--- src/rtl/z3_master_arbiter.sv ---
// Zorro III bus-master arbiter for the NCR 53C710 SCSI controller.
// Requests the Z3 bus on behalf of the 53C710, waits for the bus to go
// idle after a grant, hands ownership to the chip and limits its tenure.
module z3_master_arbiter #(
    parameter int unsigned TENURE_MAX    = 255,
    parameter int unsigned GRANT_TIMEOUT = 1023
) (
    input  logic CLK,
    input  logic IORST_n,
    input  logic SBR,
    output logic SBG,
    output logic BR_n,
    input  logic BG_n,
    input  logic FCS_n,
    input  logic DTACK_n,
    input  logic slave_busy,
    output logic MASTER,
    output logic ABOE_n,
    output logic timeout
);

    localparam int unsigned TW = (TENURE_MAX    == 0) ? 1 : $clog2(TENURE_MAX + 1);
    localparam int unsigned GW = (GRANT_TIMEOUT == 0) ? 1 : $clog2(GRANT_TIMEOUT + 1);
    localparam logic [TW-1:0] TEN_LIMIT   = TW'(TENURE_MAX);
    localparam logic [GW-1:0] GRANT_LIMIT = GW'(GRANT_TIMEOUT);

    typedef enum logic [2:0] {
        ST_IDLE,
        ST_REQ,
        ST_WAIT_IDLE,
        ST_OWN,
        ST_RELEASE
    } state_t;

    state_t        state_q, state_d;
    logic [TW-1:0] ten_q, ten_d;
    logic [GW-1:0] grant_q, grant_d;
    logic          hold_q, hold_d;

    logic [1:0] sbr_sync, bg_sync, fcs_sync, dtack_sync;
    logic       sbr_s, bg_n_s, fcs_n_s, dtack_n_s;

    // Two-flop synchronisers for the asynchronous inputs, reset to idle levels
    always_ff @(posedge CLK or negedge IORST_n) begin
        if (!IORST_n) begin
            sbr_sync   <= '0;
            bg_sync    <= '1;
            fcs_sync   <= '1;
            dtack_sync <= '1;
        end else begin
            sbr_sync   <= {sbr_sync[0],   SBR};
            bg_sync    <= {bg_sync[0],    BG_n};
            fcs_sync   <= {fcs_sync[0],   FCS_n};
            dtack_sync <= {dtack_sync[0], DTACK_n};
        end
    end

    assign sbr_s     = sbr_sync[1];
    assign bg_n_s    = bg_sync[1];
    assign fcs_n_s   = fcs_sync[1];
    assign dtack_n_s = dtack_sync[1];

    // State, counters and post-release guard flag
    always_ff @(posedge CLK or negedge IORST_n) begin
        if (!IORST_n) begin
            state_q <= ST_IDLE;
            ten_q   <= '0;
            grant_q <= '0;
            hold_q  <= 1'b0;
        end else begin
            state_q <= state_d;
            ten_q   <= ten_d;
            grant_q <= grant_d;
            hold_q  <= hold_d;
        end
    end

    // Next-state, counter update and output decode
    always_comb begin
        state_d = state_q;
        ten_d   = '0;
        grant_d = '0;
        hold_d  = 1'b0;
        BR_n    = 1'b1;
        SBG     = 1'b0;
        MASTER  = 1'b0;
        timeout = 1'b0;

        case (state_q)
            ST_IDLE: begin
                // hold_q blocks the first IDLE cycle after a release
                if (sbr_s && !slave_busy && !hold_q)
                    state_d = ST_REQ;
            end

            ST_REQ: begin
                BR_n = 1'b0;
                if (!bg_n_s) begin
                    state_d = ST_WAIT_IDLE;
                end else if (grant_q == GRANT_LIMIT) begin
                    timeout = 1'b1;
                    state_d = ST_IDLE;
                end else if (!sbr_s) begin
                    state_d = ST_IDLE;
                end
            end

            ST_WAIT_IDLE: begin
                BR_n = 1'b0;
                if (bg_n_s)
                    state_d = ST_REQ;
                else if (fcs_n_s && dtack_n_s && !slave_busy)
                    state_d = ST_OWN;
            end

            ST_OWN: begin
                MASTER = 1'b1;
                SBG    = (ten_q != TEN_LIMIT);
                if (!sbr_s)
                    state_d = ST_RELEASE;
            end

            ST_RELEASE: begin
                MASTER = 1'b1;
                if (fcs_n_s)
                    state_d = ST_IDLE;
            end

            default: state_d = ST_IDLE;
        endcase

        // Counters clear whenever their state is entered or left
        if (state_q == ST_REQ && state_d == ST_REQ)
            grant_d = (grant_q == GRANT_LIMIT) ? grant_q : grant_q + 1'b1;
        if (state_q == ST_OWN && state_d == ST_OWN)
            ten_d = (ten_q == TEN_LIMIT) ? ten_q : ten_q + 1'b1;
        hold_d = (state_q == ST_RELEASE) && (state_d == ST_IDLE);
    end

    assign ABOE_n = !MASTER;

endmodule

--- config.mk ---
export PLATFORM = sky130hd
export DESIGN_NAME = z3_master_arbiter
export DESIGN_NICKNAME = d
export VERILOG_FILES = /design/src/rtl/z3_master_arbiter.sv
export SDC_FILE = /design/constraint.sdc
export NUM_CORES = 1
export LEC_CHECK = 0
export ABC_AREA = 1
export ABC_CLOCK_PERIOD_IN_PS = 1150
export BUFFER_PORTS_ARGS = -buffer_cell sky130_fd_sc_hd__clkbuf_2
export CORE_AREA = 3 3 60 62
export CTS_BUF_LIST = sky130_fd_sc_hd__clkbuf_4
export DETAILED_ROUTE_END_ITERATION = 8
export DIE_AREA = 0 0 63 65
export PLACE_DENSITY = 0.68
export SYNTH_ARGS = -nofsm -noshare
export SYNTH_HDL_FRONTEND = slang
export SYNTH_SLANG_ARGS = --single-unit
export TNS_END_PERCENT = 30
--- constraint.sdc ---
create_clock -name CLK -period 1.15 [get_ports CLK]
set_input_delay 0.23 -clock CLK [delete_from_list [all_inputs] [get_ports CLK]]
set_output_delay 0.23 -clock CLK [all_outputs]
set_load 0.01 [all_outputs]
### After elaboration in Yosys (flattened, before gate mapping)

Cells that the tools add are included.

| operators by class | value |
|---|---|
| $add $sub $neg | 2 |
| $mul | 0 |
| div/mod/pow operators | 0 |
| $lt $le $gt $ge | 0 |
| equality and inequality tests | 11 |
| shift-type cells | 0 |
| muxes and demuxes | 19 |
| bitwise logic cells | 0 |
| reductions and logical operators | 14 |

Operator list:

| operator | count |
|---|---|
| $mux 3 | 8 |
| $mux 10 | 2 |
| $mux 8 | 2 |
| $pmux 3 s5 | 1 |
| $add 10x1->10 const B | 1 |
| $eq 10x10->1 const B | 1 |
| $eq 3x2->1 const B | 3 |
| $add 8x1->8 const B | 1 |
| $eq 8x8->1 const B | 1 |
| $ne 8x8->1 const B | 1 |
| $logic_and 1x1->1 | 7 |
| $eq 3x1->1 const B | 2 |
| $logic_not 3->1 | 2 |
| $mux 1 | 6 |
| $ne 2x2->1 const B | 2 |
| $reduce_or 2->1 | 2 |
| $eq 3x3->1 const B | 1 |
| $logic_not 1->1 | 3 |

| storage, ports and cells | value |
|---|---|
| flip-flop bits (word level) | 30 |
| latch bits | 0 |
| bits in writable memories | 0 |
| bits in read-only memories | 0 |
| input port bits | 7 |
| output and inout port bits | 5 |
| logic and storage cells | 54 |
| memories | 0 |

### Logic depth before layout (Yosys ltp)

| depth | value |
|---|---|
| word-level depth | 8 |
| mapped depth | 8 |
| depth with buffers taken out | 8 |

### Worst setup path before layout

OpenSTA, ideal clock, no wires.

| path | value |
|---|---|
| kind | register to output |
| from | reg grant_q[0] |
| to | out timeout |
| arrival time | 1236 ps |
| data required time | 920 ps |
| setup slack | -316 ps |
| stages on the path, launching flop included | 6 |
| buffers on the path | 0 |
| cells stage by stage | dfrtp_1 ha_1 inv_1 nor2_4 nand3_4 nor3_1 |

| between the ends | value |
|---|---|
| cells in the longest elaborated chain, start to end | 4 |

RTL lines:

| what | line | source |
|---|---|---|
| start, declared | 37 | `logic [GW-1:0] grant_q, grant_d;` |
| start signal, assigned | 73 | `grant_q <= grant_d;` |
| $eq 10x10->1 | 100 | `end else if (grant_q == GRANT_LIMIT) begin` |
| $mux 1 | 100 |  |
| $mux 1 | 98 | `if (!bg_n_s) begin` |
| $mux 1 | 89 | `case (state_q)` |
| end, declared | 19 | `output logic timeout` |

No other way between the ends.

### Worst setup path after layout

| path | value |
|---|---|
| from | reg ten_q[1] |
| to | out SBG |

| between the ends | value |
|---|---|
| cells in the longest elaborated chain, start to end | 2 |

RTL lines:

| what | line | source |
|---|---|---|
| start, declared | 36 | `logic [TW-1:0] ten_q, ten_d;` |
| start signal, assigned | 72 | `ten_q <= ten_d;` |
| $ne 8x8->1 | 118 | `SBG = (ten_q != TEN_LIMIT);` |
| $mux 1 | 89 |  |
| end, declared | 11 | `output logic SBG,` |

No other way between the ends.

==> key figures <==
Setup path
  • RR Startpoint: grant_q[1]
  • Worst reg-to-reg setup slack: -0.35 ns
  • Worst reg2reg endpoint: state_q[1]
  • Setup CP Type: reg -> out
  • CP arrival: 1.38 ns
  • Crit Path Max Fanout: 2
  • Buffers and inverters on the worst path: 3
  • Crit. End Element: output pin
  • Type of origin of the critical path: flop
  • WP data required: 0.92 ns
  • Slowest stage cell, crit path: dfrtp_1
  • Slowest stage delay, CP: 0.41 ns
  • Cell count of the worst reg-to-reg path: 11
  • Crit-path leading delay family: flip-flops
  • CP cell instances: ha_2, nand2_2, inv_2, nand3_4, inv_2, a21oi_2, buf_2
  • CP dominant cell by count: inv_2

Cells and area
  • # diodes: 0
  • P&R area growth vs syn: 51.66%
  • Non-Filler Instances: 290
  • Nets: 254
  • Util after Layout: 76.26%
  • # fillers: 215
  • Register Area: 760.7 um2
  • Share of post-route cells with drive strength above 1: 50.00%
  • Area of the multi-input gates: 837.1 um2

Logic synthesis
  • Syn Area/Cell: 8.844 um2
  • Synth warn: 0
  • Largest area contributor in the netlist: dfrtp_1
  • Leading post-synthesis cells by cell area: dfrtp_1 (39%), nand2_1 (11%), dfstp_2 (10%), inv_1 (4.9%), nor2_2 (4.0%)
  • Syn nets: 184
  • Distinct cells, synth: 30
  • Post-Synthesis Cell Area: 1548 um2
  • Yosys top cell area share: 38.80%
  • #FFs+latches synth: 30
  • Syn Inst Count: 175
  • Sequential area share after synthesis: 48.99%

Die
  • Die area: 4095 um2
  • Area of the core: 3078 um2
  • Die H: 65 um
  • Chip width: 63 um
  • Cell Rows: 20
  • Io pins: 12
  • Starting Density: 50.28%

Clocking
  • CTS sink cnt: 30
  • CTS tree: done
  • CTS max path bufs: 2
  • Clk_lat worst skew: 0.34 ns
  • Clock Pin Slew Worst Setup and Hold Paths: 0.11 ns
  • CTS buffer count: 5
  • CTS HTree Levels: 2
  • Root Buffer: clkbuf_4

GRT
  • First-pass GRT wire length: 6341 um
  • Congestion Overflow GR: 0
  • Vias in the first global route: 1449
  • Largest net degree at the start of global routing: 18
  • Initial antenna violation count: 0
  • GRT Util Overall: 20.12%

Worst hold path
  • Endpoint, Worst Hold: state_q[0]
  • Hold/Removal Path Class: in -> reg
  • HP Start: slave_busy
  • Min-Delay Path Depth: 4

Routing
  • TritonRoute pass-1 iters: 4
  • Initial DRC Count: 46
  • # DRC: 0
  • WL final: 3575 um
  • Vias per cell: 4.841
  • Number of vias in the routed layout: 1404
  • Post-route ant nets: 0
  • WL/cell: 12.33 um

Status
  • Failing checks: negative setup slack
  • Status: complete, but fails checks

Timing
  • Endpoints failing setup: 25
  • Worst-margin pin slew: 0.3756 ns
  • RSZ-0062 raised after global routing: yes
  • Setup TNS: -5.887 ns
  • Final Cycle Share: 140.4%
  • Relative slew slack: 74.96%
  • Final Hold Fails: 0
  • Post-route minimum period: 1.615 ns
  • Fin. max-slew vios: 0
  • Peak Freq: 619.2 MHz
  • WHS: 0.1727 ns
  • Clock Skews: 0.01391 ns
  • Min setup slack post-route: -0.4650 ns

Placement
  • Gpl congestion: 0.8222
  • Placed Cells: 264
  • # port buffers: 11
  • Detailed placer's ending HPWL: 2346 um

Power
  • Pleak: 1.123 nW
  • Worst vdd ir: 0.0006987 V
  • PD cells: 1125 nW/um2
  • Pwr Total: 0.002640 W

Flow run
  • Max-cap violations: 0
[cell usage after synthesis]
library cell,number
a21oi_1,4
a31o_2,1
clkinv_1,2
dfrtp_1,24
dfstp_2,6
ha_1,2
inv_1,20
inv_2,3
inv_4,1
nand2_1,47
nand2_2,3
nand2_4,1
nand3_1,12
nand3_2,1
nand3_4,1
nand3b_1,1
nand4_1,6
nand4_4,2
nor2_1,11
nor2_2,10
nor2_4,4
nor2_8,1
nor3_1,2
o21ai_0,1
o21ai_1,1
o21bai_1,1
o31ai_1,1
or2_1,1
xnor2_1,2
xor2_1,3
[worst max path at each step]
stage	startpoint	end	slack (ns)	cells after the start
finish	ten_q[1]	SBG	-0.46	7
global route	grant_q[1]	timeout	-0.58	6
CTS	grant_q[0]	timeout	-0.50	6
detailed placement	grant_q[1]	timeout	-0.18	6
global placement	grant_q[1]	timeout	-0.15	6
floorplan	grant_q[0]	timeout	-0.16	5
[report_power, final]
part           leakage, nW  switching, W  total [W]  internal [W]
clock network       0.0374      0.000394   0.000850      0.000456
logic                0.696      0.000338   0.000620      0.000282
registers            0.389     0.0000566    0.00117       0.00111
[cell usage in the layout (no fill, tap or decap), types with 2 or more instances in the layout]
master and n:
inv_2 8, nand3_1 9, buf_4 37, dfrtp_1 22
buf_2 3, nand4_4 3, clkinv_1 2, nand2_1 43
clkinvlp_4 2, clkbuf_2 7, nand2_2 6, buf_6 9
nor2_4 5, nor2_2 11, clkbuf_4 5, a21oi_1 3
inv_1 14, nand3_2 2, dfrtp_2 2, xor2_1 3
nand3_4 3, dfstp_2 6, nand4_1 6, dlygate4sd3_1 5
nor2_1 9
[kinds of logic (layout without fill, tap and decap cells)]
kind of cell             after synthesis  in the layout  synth area share (%)
AO/OA/AOI/OAI                          9              9                 3.476
XOR/XNOR                               5              5                 2.830
adder cells (fa/ha/maj)                2              2                 1.617
buffers and inverters                 26             96                 6.468
flip-flops                            30             30                 48.99
AND/OR/NAND/NOR                      103            104                 36.62
[metrics by stage]
step	setup slack [ns]	cell area, um2
finish	-0.4650	2347
global route	-0.5816	2347
CTS	-0.4995	2251
detailed placement	-0.1839	1961
global placement	-0.1528	1961
floorplan	-0.1648	1583
[registers in the layout (all words and copies together), names as in the netlist]
signal	flops
hold_q	1
ten_q	8
state_q	3
grant_q	10
fcs_sync	2
bg_sync	2
sbr_sync	2
dtack_sync	2
[tightest hold or removal path, stage by stage]
cell,delay (ns)
clkbuf_2,0.09
nor2_1,0.04
nand4_1,0.08
nand2_1,0.05
[layout make-up]
cell class              count  area share [%]
inverters                  26           4.797
clock inverters             3           1.919
clock buffers               5           1.599
multi-input cells         120           35.66
repair buffers             62           21.27
well taps                  44           2.345
flip-flops and latches     30           32.41
[repair_timing]
item                                    CTS  global route
hold buffers                              5             0
hold endpoints to repair                 11             0
resized for setup                        15            26
gates cloned                              1             0
pin swaps                                12            10
endpoints found under the setup margin   25            26
setup buffers                            11             6
[per-layer routing]
layer | up-vias | wire, um | global-route usage (%)
met2 | 26 | 1952 | 38.21
met1 | 672 | 1430 | 21.60
met4 | 0 | 81 | 6.061
met3 | 10 | 111 | 5.373
met5 | - | 0 | 0
li1 | 696 | - | -
Power figures use the tool's default switching activity.
